`src/rtl/fir_pkg.sv`:
```
// Shared FIR coefficient-bank types and constants.
// Holds the commit FSM state encoding and index sizing.
package fir_pkg;

  localparam int FIR_COEFS_NR = 8;
  localparam int FIR_IDX_W = $clog2(FIR_COEFS_NR) + 1;

  typedef enum logic [1:0] {
    ST_IDLE = 2'd0,
    ST_COPY = 2'd1,
    ST_DONE = 2'd2
  } fir_state_e;

  function automatic int idx_w(input int n);
    return $clog2(n) + 1;
  endfunction

endpackage

```
`src/rtl/edge_detect.sv`:
```
// Rising-edge detector for a level request input.
// Stays disarmed for one cycle after reset so a level already high is ignored.
module edge_detect (
  input  logic clk,
  input  logic rst_n,
  input  logic i_lvl,
  output logic o_rise
);

  logic r_prev;
  logic r_arm;

  always_ff @(posedge clk or negedge rst_n) begin
    if (!rst_n) begin
      r_prev <= 1'b0;
      r_arm  <= 1'b0;
    end else begin
      r_prev <= i_lvl;
      r_arm  <= 1'b1;
    end
  end

  assign o_rise = i_lvl & ~r_prev & r_arm;

endmodule

```
`src/rtl/coef_bank_loader.sv`:
```
// Shadow/active FIR coefficient bank with a sequential commit engine.
// Writes land in the shadow bank; a request edge copies it to the active bank.
module coef_bank_loader
  import fir_pkg::*;
#(
  parameter int FIR_COEF_WIDTH     = 18,
  parameter int FIR_DSP_NR         = 4,
  parameter int FIR_TM             = 2,
  parameter int C_S_AXI_DATA_WIDTH = 32,
  localparam int L_N   = FIR_TM * FIR_DSP_NR,
  localparam int IDX_W = idx_w(L_N),
  localparam int W     = FIR_COEF_WIDTH,
  localparam int DW    = C_S_AXI_DATA_WIDTH
) (
  input  logic             S_AXI_ACLK,
  input  logic             S_AXI_ARESETN,
  input  logic             wr_valid,
  input  logic [IDX_W-1:0] wr_idx,
  input  logic [DW-1:0]    wr_data,
  input  logic             update_req,
  input  logic [DW-1:0]    coefs_crr_nr,
  input  logic             flag_clr,
  output logic [L_N*W-1:0] coefs_flat,
  output logic             busy,
  output logic             done,
  output logic [7:0]       generation,
  output logic             err_idx,
  output logic             wr_drop
);

  localparam int PTR_W = IDX_W - 1;
  localparam logic [IDX_W-1:0] L_N_IDX = IDX_W'(L_N);
  localparam logic [PTR_W-1:0] L_LAST = PTR_W'(L_N - 1);

  fir_state_e r_state;
  fir_state_e w_next;

  logic [W-1:0]     r_shadow [L_N];
  logic [W-1:0]     r_active [L_N];
  logic [PTR_W-1:0] r_ptr;
  logic [IDX_W-1:0] r_nc;
  logic [7:0]       r_gen;
  logic             r_err;
  logic             r_drop;

  logic             w_rise;
  logic             w_idle;
  logic             w_in_rng;
  logic [IDX_W-1:0] w_nc;
  logic [W-1:0]     w_coef;
  logic             w_unused;

  edge_detect u_edge (
    .clk    (S_AXI_ACLK),
    .rst_n  (S_AXI_ARESETN),
    .i_lvl  (update_req),
    .o_rise (w_rise)
  );

  assign w_idle   = (r_state == ST_IDLE);
  assign w_in_rng = (wr_idx < L_N_IDX);
  assign w_nc     = (coefs_crr_nr >= DW'(L_N)) ? L_N_IDX
                                               : coefs_crr_nr[IDX_W-1:0];
  // Sign bit of the register word becomes the coefficient MSB.
  assign w_coef   = {wr_data[DW-1], wr_data[W-2:0]};
  assign w_unused = ^wr_data[DW-2:W-1];

  always_ff @(posedge S_AXI_ACLK or negedge S_AXI_ARESETN) begin
    if (!S_AXI_ARESETN) r_state <= ST_IDLE;
    else                r_state <= w_next;
  end

  always_comb begin
    w_next = r_state;
    unique case (r_state)
      ST_IDLE: if (w_rise) w_next = ST_COPY;
      ST_COPY: if (r_ptr == L_LAST) w_next = ST_DONE;
      ST_DONE: w_next = ST_IDLE;
      default: w_next = ST_IDLE;
    endcase
  end

  always_ff @(posedge S_AXI_ACLK or negedge S_AXI_ARESETN) begin
    if (!S_AXI_ARESETN) begin
      for (int k = 0; k < L_N; k++) begin
        r_shadow[k] <= '0;
        r_active[k] <= '0;
      end
      r_ptr <= '0;
      r_nc  <= '0;
      r_gen <= '0;
    end else begin
      if (wr_valid && w_idle && w_in_rng)
        r_shadow[wr_idx[PTR_W-1:0]] <= w_coef;
      if (w_idle && w_rise) begin
        r_nc  <= w_nc;
        r_ptr <= '0;
      end
      if (r_state == ST_COPY) begin
        r_active[r_ptr] <= ({1'b0, r_ptr} < r_nc) ? r_shadow[r_ptr] : '0;
        r_ptr <= r_ptr + 1'b1;
      end
      if (r_state == ST_DONE)
        r_gen <= r_gen + 8'd1;
    end
  end

  always_ff @(posedge S_AXI_ACLK or negedge S_AXI_ARESETN) begin
    if (!S_AXI_ARESETN) begin
      r_err  <= 1'b0;
      r_drop <= 1'b0;
    end else begin
      if (wr_valid && !w_in_rng) r_err <= 1'b1;
      else if (flag_clr)         r_err <= 1'b0;
      if (wr_valid && !w_idle)   r_drop <= 1'b1;
      else if (flag_clr)         r_drop <= 1'b0;
    end
  end

  for (genvar g = 0; g < L_N; g++) begin : g_flat
    assign coefs_flat[g*W +: W] = r_active[g];
  end

  assign busy       = (r_state == ST_COPY);
  assign done       = (r_state == ST_DONE);
  assign generation = r_gen;
  assign err_idx    = r_err;
  assign wr_drop    = r_drop;

endmodule

```
`config.mk`:
```
export PLATFORM = sky130hd
export DESIGN_NAME = coef_bank_loader
export DESIGN_NICKNAME = d
export VERILOG_FILES = /design/src/rtl/fir_pkg.sv /design/src/rtl/edge_detect.sv /design/src/rtl/coef_bank_loader.sv
export SDC_FILE = /design/constraint.sdc
export NUM_CORES = 1
export LEC_CHECK = 0
export BUFFER_PORTS_ARGS = -buffer_cell sky130_fd_sc_hd__buf_2
export CAP_MARGIN = 10
export CORE_MARGIN = 5
export CORE_UTILIZATION = 30
export CTS_BUF_LIST = sky130_fd_sc_hd__clkbuf_2 sky130_fd_sc_hd__clkbuf_4 sky130_fd_sc_hd__clkbuf_8
export DETAILED_ROUTE_END_ITERATION = 8
export GPL_ROUTABILITY_DRIVEN = 0
export PLACE_DENSITY = 0.55
export SLEW_MARGIN = 40
export SYNTH_ARGS = -nofsm -noshare
export SYNTH_HDL_FRONTEND = slang
export SYNTH_HIERARCHICAL = 1
export SYNTH_SLANG_ARGS = --single-unit
```
`constraint.sdc`:
```
create_clock -name S_AXI_ACLK -period 1.7 [get_ports S_AXI_ACLK]
set_input_delay 0.085 -clock S_AXI_ACLK [delete_from_list [all_inputs] [get_ports S_AXI_ACLK]]
set_output_delay 0.085 -clock S_AXI_ACLK [all_outputs]
set_load 0.02 [all_outputs]
```
==> impl_summary.log <==
[metrics] worst path setup slack after routing: -0.193 ns
[metrics] crit path max fanout: 9
[metrics] critical path, cell by cell: nor4b_4 > nand2b_4 > nor3b_4 > buf_4 > buf_12 > mux2_2
[metrics] final count of pins violating max slew: 0
[metrics] net count reported at finish: 1394
[metrics] routed via count divided by cell count: 4.81
[metrics] maximum buffer depth of the clock tree: 3
[metrics] Buffers on Ports: 214
[metrics] Routed Antenna Nets: 0
[metrics] DRC violation total after the first TritonRoute iteration: 511
[metrics] post-detailed-routing wire length: 38200 um
[metrics] Routed WL per cell: 20.2 um
[metrics] Netlist cell types: 47
[metrics] clock tree from TritonCTS: built
[metrics] kind of start point of the critical path: flop
[metrics] DP Wirelength: 23700 um
[metrics] maximum ir drop on the vdd rail: 0.765 mV
[metrics] Area Growth Syn to Fin: 43.2%
[metrics] worst setup path class: flop to flop
[metrics] path type of the worst min-delay path: input pin to asynchronous set/reset pin
[metrics] antenna violations before repair: 3
[metrics] total core area: 41800 um2
[metrics] post-synthesis instance total: 941
[metrics] I/O Pins: 229
[metrics] Static Leakage: 8.67 nW
[metrics] yosys warns: 6
[metrics] Final period util: 111%
[metrics] post-route cell area: 18100 um2
[metrics] FF+latch count, synth: 309
[metrics] H-tree levels: 2
[metrics] nets in the synthesized netlist: 1019
[metrics] Netlist Area Pre-Place: 12600 um2
[metrics] Seq/Total Area, Yosys: 61.3%
[metrics] initial standard-cell utilization of the core: 30.2%
[metrics] Req. time, crit path: 2.16 ns
[metrics] die area: 46300 um2
[metrics] # rows: 75
[metrics] final routed DRC violation total: 0
[metrics] Critical Path Sink Type: flop
[metrics] total number of vias: 9089
[metrics] CP max-delay cell: dfrtp_1
[metrics] status: complete, but fails checks
[metrics] number of global-route vias before repair: 9597
[metrics] # setup viols final: 282
[metrics] count of fill cells added during filler insertion: 3839
[metrics] Critical Path Max Stage Delay: 0.41 ns
[metrics] area used by sequential logic in the layout: 7730 um2
[metrics] cell at the root of the clock tree: clkbuf_8
[metrics] register-to-register setup slack: -0.19 ns
[metrics] Worst Skew: 0.0334 ns
[metrics] GRT Util Overall: 15.5%
[metrics] count of clock tree sinks: 309
[metrics] clock period minus final worst setup slack: 1.89 ns
[metrics] clock network latency to the later pin of the worst-skew pair: 0.60 ns
[metrics] clock edge transition at the registers on the reported setup and hold paths: 0.07 ns
[metrics] CP Data Arrival Time: 2.35 ns
[metrics] Detailed Routing Iterations Pass 1: 4
[metrics] power density over the cells: 1960 nW/um2
[metrics] peak clock frequency supported by timing: 0.528 GHz
[metrics] footprint of the multi-input gates: 5490 um2
[metrics] # Max-Cap Violations: 0
[metrics] residual overflow from global routing: 0
[metrics] worst-case hold slack: 0.121 ns
[metrics] number of endpoints with negative hold slack in the final report: 0
[metrics] syn_area_per_cell: 13.4 um2
[metrics] unrepaired setup endpoints after global routing: yes
[metrics] violated checks: negative setup slack
[metrics] global-route wire length before repair: 57600 um
[metrics] ratio of cells with drive above 1 in the final layout: 56.0%
[metrics] Num CTS Buffers: 49
[metrics] die boundary height: 215 um
[metrics] Die Width: 215 um
[metrics] pin count of the biggest net entering global routing: 74
[metrics] placed inst area: 15200 um2
-- layout make-up --
| cell class | instances | area share (%) |
|---|---|---|
| diodes | 1 | 0.0139 |
| clock buffers | 76 | 5.13 |
| clock inverters | 10 | 0.332 |
| inverters | 9 | 0.201 |
| multi-input cells | 580 | 30.4 |
| flip-flops and latches | 309 | 42.8 |
| well taps | 539 | 3.73 |
| repair buffers | 367 | 17.4 |
-- per-layer routing --
metal / up-vias / wire length (um) / global-route usage [%] / share of wire, %
met4: 4 / 657 / 3.93 / 1.7
met3: 56 / 1910 / 3.70 / 5.0
met1: 4706 / 16900 / 20.6 / 44
met2: 215 / 18600 / 26.0 / 49
li1: 4108 / - / - / -
met5: - / 21 / 0 / 0.055
-- where the power goes --
group,switching [mW],internal (mW)
Combinational,9.06,7.69
Sequential,1.79,10.4
Clock,2.93,3.47
Total,13.8,21.6
-- worst max-delay path, delay by kind of cell, from the launching register on --
kind / cells / cell delay [ns]
simple gates: 3 / 0.74
flops: 1 / 0.41
mux: 1 / 0.33
buf+inv: 2 / 0.29
-- repair_timing --
item	in CTS	in global routing
cloned	5	12
hold buffers	43	0
pin swaps	63	23
endpoints found under the setup margin	229	289
setup buffers	17	6
hold endpoints to repair	460	0
gates resized for setup	187	128
-- cells in the mapped netlist (all sizes together) --
cell type	count	area share (%)
nand2b	3	0.21
nor4	6	0.30
mux4	35	6.2
clkbuf	21	0.66
o21ai	149	5.9
and3b	1	0.069
ha	5	0.50
a211oi	1	0.16
nand2	158	4.8
nand3b	2	0.32
dfrtp	309	61
and3	2	0.099
a31o	3	0.21
nor3	2	0.17
inv	9	0.27
conb	1	0.030
xnor2	5	0.35
xor2	2	0.14
nor2b	4	0.20
buf	22	1.3
and4	1	0.069
mux2i	17	1.3
nor2	9	0.29
a21oi	1	0.040
o21bai	11	0.89
nor4b	1	0.12
nand3	7	0.54
mux2	145	13
nand4	3	0.20
and2	2	0.099
nor3b	4	0.28
-- cell families (layout without fill, tap and decap cells) --
| kind of cell | after synthesis | count (layout) | share of synthesized area (%) |
|---|---|---|---|
| DFF | 309 | 309 | 61.3 |
| and+or+nand+nor | 205 | 205 | 7.72 |
| muxes | 197 | 197 | 20.5 |
| AOI/OAI and AO/OA | 165 | 165 | 7.21 |
| buffers and inverters | 52 | 462 | 2.23 |
| xor gates and xnor gates | 7 | 7 | 0.486 |
| adders and majority gates | 5 | 5 | 0.496 |
| other | 1 | 2 | 0.0297 |
-- per-stage QoR --
stage | setup WS (ns) | util, % | instances | power (mW) | setup TNS, ns
2_1_floorplan | -0.146 | - | 941 | 20.1 | -12.09
3_3_place_gp | -0.217 | 36.5 | 1724 | 25.8 | -23.52
3_5_place_dp | -0.193 | 36.5 | 1724 | 26.1 | -23.56
4_1_cts | -0.180 | 41.5 | 1875 | 34.5 | -19.21
5_1_grt | -0.266 | 43.3 | 1890 | 37.4 | -45.98
6_report | -0.193 | 43.3 | 1891 | 35.4 | -24.92
-- worst paths after layout --
| kind | startpoint | to | depth (start not counted) |
|---|---|---|---|
| worst min-delay path | S_AXI_ARESETN | r_shadow[133] | 3 |
| max in group asynchronous | S_AXI_ARESETN | r_shadow[16] | 3 |
| min in group S_AXI_ACLK | wr_idx[0] | r_shadow[109] | 5 |
| worst max register to register | r_state[1] | r_shadow[98] | 6 |
| worst max-delay path | r_state[1] | r_shadow[98] | 6 |
| worst min register to register | coefs_flat[35] | coefs_flat[35] | 2 |
-- registers in the layout, indices dropped and copies added, names as in the netlist, 2 cells and up --
signal	cells
coefs_flat	144
r_shadow	144
generation	8
r_nc	4
r_ptr	3
r_state	2
-- cells in the final DEF, fill, tap and decap left out, types with 6 or more instances in the layout --
| cell type | count |
|---|---|
| clkinv_2 | 7 |
| o21bai_4 | 9 |
| mux2_2 | 85 |
| mux2_4 | 60 |
| buf_6 | 30 |
| o21ai_1 | 36 |
| clkbuf_4 | 19 |
| nor4_1 | 6 |
| inv_1 | 8 |
| buf_2 | 211 |
| clkbuf_16 | 10 |
| o21ai_2 | 107 |
| mux2i_2 | 12 |
| nor2_1 | 8 |
| clkbuf_8 | 57 |
| dfrtp_1 | 307 |
| nand2_1 | 154 |
| buf_12 | 34 |
| mux4_2 | 35 |
| buf_4 | 33 |
| dlygate4sd3_1 | 42 |
Power figures use the tool's default switching activity.
